## src/rtl/fir_out_requant.sv

```systemverilog
// fir_out_requant: rounds/shifts/saturates 32-bit FIR results to 16 bits into a FWFT FIFO; define FIR_REQUANT_SAT_CNT_EN to build sat_count
module fir_out_requant #(
    parameter int IN_W  = 32,
    parameter int OUT_W = 16,
    parameter int SHIFT = 8,
    parameter int DEPTH = 4
) (
    input  logic             clk,
    input  logic             reset,
    input  logic             in_valid,
    input  logic [IN_W-1:0]  yn,
    output logic             in_ready,
    output logic             out_valid,
    output logic [OUT_W-1:0] out_data,
    input  logic             out_ready,
    output logic [15:0]      sat_count
);
    localparam int AW = $clog2(DEPTH);
    localparam logic signed [IN_W:0] RND = (IN_W+1)'(1) << (SHIFT - 1);
    localparam logic signed [IN_W:0] HI  = (IN_W+1)'((1 << (OUT_W - 1)) - 1);
    localparam logic signed [IN_W:0] LO  = ~HI;
    logic signed [IN_W:0] sum, s1_r;
    logic s1_v, s2_v, accept, pop;
    logic [OUT_W-1:0] s2_d, clamp_d;
    logic [OUT_W-1:0] mem [DEPTH];
    logic [AW-1:0] wr_ptr, rd_ptr;
    logic [AW:0] count;
    logic [AW+1:0] credit;

    assign sum       = $signed({yn[IN_W-1], yn}) + RND;
    assign clamp_d   = s1_r > HI ? HI[OUT_W-1:0] : s1_r < LO ? LO[OUT_W-1:0] : s1_r[OUT_W-1:0];
    assign credit    = (AW+2)'(count) + (AW+2)'(s1_v) + (AW+2)'(s2_v);
    assign in_ready  = credit < (AW+2)'(DEPTH);
    assign accept    = in_valid && in_ready;
    assign out_valid = count != '0;
    assign pop       = out_valid && out_ready;
    assign out_data  = out_valid ? mem[rd_ptr] : '0;

    // round/shift stage, clamp stage and FIFO bookkeeping; space for in-flight samples is reserved by the credit check
    always_ff @(posedge clk or posedge reset) begin
        if (reset) begin
            s1_v   <= 1'b0;
            s2_v   <= 1'b0;
            s1_r   <= '0;
            s2_d   <= '0;
            wr_ptr <= '0;
            rd_ptr <= '0;
            count  <= '0;
        end else begin
            s1_v   <= accept;
            s1_r   <= sum >>> SHIFT;
            s2_v   <= s1_v;
            s2_d   <= clamp_d;
            wr_ptr <= s2_v ? wr_ptr + 1'b1 : wr_ptr;
            rd_ptr <= pop ? rd_ptr + 1'b1 : rd_ptr;
            count  <= count + (AW+1)'(s2_v) - (AW+1)'(pop);
        end
    end

    // FIFO storage is not reset; only occupancy decides what is visible
    always_ff @(posedge clk) begin
        if (s2_v) mem[wr_ptr] <= s2_d;
    end

`ifdef FIR_REQUANT_SAT_CNT_EN
    logic s2_sat;

    // track the clamp flag alongside s2 and count saturated writes, sticking at all-ones
    always_ff @(posedge clk or posedge reset) begin
        if (reset) begin
            s2_sat    <= 1'b0;
            sat_count <= '0;
        end else begin
            s2_sat    <= (s1_r > HI) || (s1_r < LO);
            sat_count <= s2_v && s2_sat && sat_count != '1 ? sat_count + 16'd1 : sat_count;
        end
    end
`else
    assign sat_count = '0;
`endif
endmodule

```

## config.mk

```make
export PLATFORM = sky130hd
export DESIGN_NAME = fir_out_requant
export DESIGN_NICKNAME = d
export VERILOG_FILES = /design/src/rtl/fir_out_requant.sv
export SDC_FILE = /design/constraint.sdc
export NUM_CORES = 1
export LEC_CHECK = 0
export CORE_ASPECT_RATIO = 0.9
export CORE_MARGIN = 1.5
export CORE_UTILIZATION = 45
export CTS_CLUSTER_DIAMETER = 200
export DETAILED_ROUTE_END_ITERATION = 10
export DONT_BUFFER_PORTS = 1
export GPL_TIMING_DRIVEN = 0
export PLACE_DENSITY = 0.6
export SYNTH_ARGS = -nofsm -noshare
export SYNTH_HDL_FRONTEND = slang
export SYNTH_SLANG_ARGS = --single-unit
```

## constraint.sdc

```tcl
create_clock -name clk -period 6.65 [get_ports clk]
set_clock_uncertainty 0.05 [all_clocks]
set_input_delay 1.33 -clock clk [delete_from_list [all_inputs] [get_ports clk]]
set_output_delay 1.33 -clock clk [all_outputs]
set_load 0.005 [all_outputs]
```

==> flow_summary.toml, run 1 <==
[global_route]
grt_pass1_vias = 2427
grt_antenna_before_repair = 0
grt_pass1_wl_um = 12130
globalRoute.totalOverflow = 0
gr-usage-all-layers = 0.1461
grt_max_degree = 44

[worst_setup_path]
slowest_stage = "mux4_2"
worst_path_largest_cell_delay_ps = 540
path_buf_inv = 2
critPathRequiredTime_ps = 5270
cp.arrival_ps = 1930
path_max_fanout = 10
cp_num_cells = 4
path_delay_family = "multiplexers"
startpoint_type = "flop"
cpMostUsedCell = "buf_4"
critPathCaptureType = "primary output"
r2r_cells = 8
crit_chain = "buf_4 -> buf_4 -> mux4_2 -> and2_1"
crit_type = "flop to primary output"

[synthesis]
synth_cell_types = 31
ys_warn_count = 0
synthCells = 294
yosysTopAreaCell = "edfxtp_1"
syn_area_per_cell_sq_um = 16.00
seq_area_frac_synth = 0.6746
synth_top_area_frac = 0.4086
syn_area_sq_um = 4703
netlist_top_cells_area = "edfxtp_1 (41%), dfrtp_1 (27%), mux4_2 (7.7%), xnor2_1 (3.2%), and2_1 (3.1%)"
synth-seq-cells = 114

[clock_network]
clock-sinks = 114
cts_resized = 0
cts_max_path_buffers = 2
clockRootBuffer = "clkbuf_16"
clk_latency_ps = 400
clk_pin_slew_ps = 50
ctsHoldBuffers = 0
cts_buffers = 17
cts_tree = "built"
htreeDepth = 4
post_cts_buffers = 0

[final_layout]
final_nets = 375
nFillCells = 830
final_util = 0.5431
drive_gt1_frac = 0.2105
syn2layout_area_growth_pct = 17.82
final_cell_mix = "edfxtp_1 (64), dfrtp_1 (50), and2_1 (23), buf_4 (18)"
final_cells = 471
final_common_cell = "edfxtp_1"
antenna_cells = 0

[sta]
tightest_slew_ps = 858.5
timing.hold.ws_ps = 332.1
fin_crit_sh = 0.4980
finalSetupViolCount = 0
slew_headroom = 0.4277
rsz0062_at_grt = "no"
finalWorstSetupSlack_ps = 3338
slew_violations = 0
tns_ps = 0
timing_hold_violations_final = 0
fin_crit_ps = 3312
fmax_mhz = 302.0

[placed_design]
dp_hpwl_um = 4773
gp_congestion = 0.6508
port_buffers = 0
place_inst = 439
place_ws_ps = 3710

[die]
io_pins = 70
die_x_um = 110.8
initial_core_util = 0.4609
fp.dieArea_sq_um = 11070
rows = 35
core-area_sq_um = 10200
die_h_um = 99.99

[drt]
vias = 2287
first_pass_iters = 4
wl_um = 7217
ant_nets = 0
drt_iter0_markers = 95
drcViolationCount = 0
wl_per_cell_um = 15.32
vias_per_cell = 4.856

[run_status]
status = "finished, final reports clean"

[min_path]
hold_depth = 0
hp-class = "flop to flop"

[power]
peakVddDrop_uv = 157.3
static-leakage-power_uw = 0.002175
powerDensity_nw_per_um2 = 407.0

[job]
cap_violations = 0
[worst paths after layout]
path | startpoint | endpoint | slack, ps
min in group asynchronous | reset | wr_ptr[0] | 670
worst min register to register | s1_v | s2_v | 330
max in group asynchronous | reset | rd_ptr[1] | 5410
worst max-delay path | rd_ptr[0] | out_data[14] | 3340
worst min-delay path | s1_v | s2_v | 330
worst max register to register | count[1] | count[2] | 4250
[worst reg2reg max path, delay by kind of cell (launching register included)]
family,cells,cell delay [ps]
AND/OR/NAND/NOR,2,630
XOR/XNOR,1,130
adder cells (fa/ha/maj),3,850
buffers and inverters,2,230
flip-flops,1,400
[cell usage after synthesis, drive strengths merged]
cell	instances
xnor2	17
and4	3
buf	21
fa	1
and2	23
or3	1
a31oi	2
a21o	15
nor3	3
or2	1
xor2	10
inv	9
o31ai	1
edfxtp	64
nand2	12
ha	9
a21oi	1
nor4	4
conb	1
nand3	9
dfrtp	50
and3	1
nand4	5
nor2	9
o21ai	1
o31a	1
clkbuf	4
mux4	16
[cells by family (layout without fill, tap and decap cells)]
| group | Yosys count | count (layout) | share of synthesized area |
|---|---|---|---|
| flip-flops | 114 | 114 | 0.6746 |
| AND/OR/NAND/NOR | 71 | 71 | 0.09497 |
| adder cells (fa/ha/maj) | 10 | 10 | 0.02820 |
| XOR/XNOR | 27 | 27 | 0.05028 |
| AO/OA/AOI/OAI | 21 | 21 | 0.03219 |
| other | 1 | 16 | 0.0007973 |
| multiplexers | 16 | 16 | 0.07662 |
| buffers and inverters | 34 | 67 | 0.04230 |
[state kept, by name (all words and copies together), names as in the netlist]
name and cells:
count 3, mem 64, rd_ptr 2, s1_r 25, s1_v 1, s2_d 16, s2_v 1, wr_ptr 2
[per-layer routing]
layer,vias to the layer above,global-route usage,part of all wire
li1,1106,-,-
met1,1092,0.1889,0.47
met2,80,0.2184,0.45
met3,9,0.06099,0.064
met4,0,0.06509,0.016
met5,-,0,0
[cell type report]
cell class	instances	area [sq um]	area share
buffer	25	165.2	0.02980
clock buffer	19	432.9	0.07812
clock inverter	13	167.7	0.03026
inverter	9	33.78	0.006096
multi-input combinational	161	1388	0.2504
sequential	114	3173	0.5726
tap	129	161.4	0.02913
timing repair buffer	1	20.02	0.003613
[report_power, final]
part | switching, uW | internal, uW
combinational | 224 | 212
sequential | 46.1 | 869
clock | 286 | 619
[stage by stage]
stage | area (sq um) | power [uW]
2_1_floorplan | 4760 | 1273
3_3_place_gp | 4921 | 1364
3_5_place_dp | 4941 | 1377
4_1_cts | 5542 | 2288
5_1_grt | 5542 | 2378
6_report | 5542 | 2256
Note: power is estimated with default switching activity, not from simulation.
==> inputs of run 2 (changes only) <==
PLACE_DENSITY = 0.62   (was 0.6)
clock period = 2.9 ns   (was 6.65 ns; I/O delays follow)
==> run 2 against run 1 <==
Effect of this change: setup slack lost 3000 ps; critical endpoint unchanged; flip-flop and latch count is the same; core utilization grew 0.47 points; clock power grew 140%; global-route usage is essentially flat; hold slack lost 110 ps.
==> flow_summary.toml, run 2 (synthesized netlist as in run 1, its figures left out) <==
[run_status]
status = "finished, final reports clean"

[worst_setup_path]
regToRegStartpoint = "count[1]"
path_delay_family = "multiplexers"
cpMostUsedCell = "buf_4"
r2r_cells = 8
cp.arrival_ps = 1910
critPathCaptureType = "primary output"
rrSetupSlack_ps = 490
crit_type = "flop to primary output"
startpoint = "rd_ptr[0]"
startpoint_type = "flop"
critPathRequiredTime_ps = 2270
reg2reg_to = "count[2]"
slowest_stage = "mux4_2"
path_max_fanout = 10
path_buf_inv = 2
crit_chain = "buf_4 -> buf_4 -> mux4_2 -> and2_1"
worst_path_largest_cell_delay_ps = 540

[die]
io_pins = 70
fp.dieArea_sq_um = 11070
rows = 35
initial_core_util = 0.4609
die_x_um = 110.8
die_h_um = 99.99
core-area_sq_um = 10200

[drt]
first_pass_iters = 4
ant_nets = 0
wl_per_cell_um = 15.11
drcViolationCount = 0
vias_per_cell = 4.888
wl_um = 7131
drt_iter0_markers = 98
vias = 2307

[final_layout]
multi_input_area_sq_um = 1388
final_area_sq_um = 5589
antenna_cells = 0
nFillCells = 842
drive_gt1_frac = 0.2187
final_nets = 376
reg_top3 = "mem: 64 flops, s1_r: 25 flops, s2_d: 16 flops"
seq_area_sq_um = 3173
final_cells = 472
final_common_cell = "edfxtp_1"
largest_register_ffs = 64
syn2layout_area_growth_pct = 18.83
final_cell_mix = "edfxtp_1 (64), dfrtp_1 (50), and2_1 (23), buf_4 (18)"
top_register = "mem"

[placed_design]
dp_hpwl_um = 4725
place_inst = 439
place_area_sq_um = 4941
gp_congestion = 0.6862
port_buffers = 0

[clock_network]
htreeDepth = 4
clockRootBuffer = "clkbuf_16"
cts_buffers = 17
clock-sinks = 114
cts_resized = 0
post_cts_buffers = 0
cts_max_path_buffers = 2
clk_latency_ps = 400
cts_tree = "built"
clk_pin_slew_ps = 50

[sta]
finalSetupViolCount = 0
rsz0062_at_grt = "no"
fin_crit_sh = 0.8745
fin_crit_ps = 2536
tightest_slew_ps = 884.5
tns_ps = 0
fmax_mhz = 394.3
timing_hold_violations_final = 0
slew_headroom = 0.4103
slew_violations = 0

[min_path]
hp-class = "input port to flop"
hold_depth = 1
holdPathEnd = "s1_r[12]"
hp-start = "yn[20]"

[global_route]
grt_pass1_wl_um = 12200
globalRoute.totalOverflow = 0
grt_max_degree = 44
gr-usage-all-layers = 0.1464
grt_antenna_before_repair = 0
grt_pass1_vias = 2483

[job]
cap_violations = 0

[power]
powerDensity_nw_per_um2 = 941.4
static-leakage-power_uw = 0.002187
peakVddDrop_uv = 332.6
==> run 2: changes by cell type in the layout (fill, tap and decap cells not counted) <==
cell	previous run	this run
clkbuf_1	6	5
clkbuf_8	0	2
clkinv_1	2	0
clkinv_2	5	1
clkinv_4	0	3
clkinvlp_4	2	4
dlygate4sd3_1	0	1
==> run 2: through the flow <==
| step | setup slack, ps | hold WS (ps) | utilization | total power, uW |
|---|---|---|---|---|
| floorplan | 679.9 | 303.9 | - | 2919 |
| global placement | 493.6 | 314.2 | 0.4823 | 3123 |
| detailed placement | 470.3 | 312.1 | 0.4842 | 3162 |
| CTS | 307.7 | 204.3 | 0.5478 | 5336 |
| global route | 235.2 | 201.2 | 0.5478 | 5541 |
| finish | 364.1 | 219.4 | 0.5478 | 5261 |
==> run 2: final cells by class <==
type,count,share of cell area
clock buffers,20,0.08171
flip-flops and latches,114,0.5677
inverters,9,0.006044
clock inverters,12,0.03246
well taps,129,0.02888
repair buffers,2,0.005373
multi-input cells,161,0.2483
plain buffers,25,0.02955
==> run 2: metal layers <==
| layer | wire (um) | track usage |
|---|---|---|
| met5 | 0 | 0 |
| met3 | 462 | 0.05556 |
| met1 | 3285 | 0.1802 |
| met2 | 3297 | 0.2365 |
| met4 | 85 | 0.05917 |
==> run 2: worst max-delay path by stage <==
| stage | endpoint | slack, ps | cells past startpoint |
|---|---|---|---|
| 2_1_floorplan | count[2] | 680 | 8 |
| 3_3_place_gp | count[2] | 490 | 8 |
| 3_5_place_dp | count[2] | 470 | 8 |
| 4_1_cts | out_data[14] | 310 | 4 |
| 5_1_grt | out_data[14] | 240 | 4 |
| 6_report | out_data[14] | 360 | 4 |
==> run 2: report_power, final <==
part	total (uW)	switching, uW	internal, uW
logic	1010	517	490
clock network	2160	676	1480
registers	2100	104	1990
total	5260	1300	3960
==> run 2: what timing repair did <==
item,CTS,global route
hold buffers,1,0
endpoints found under the hold margin,7,0
setup endpoints to repair,0,0
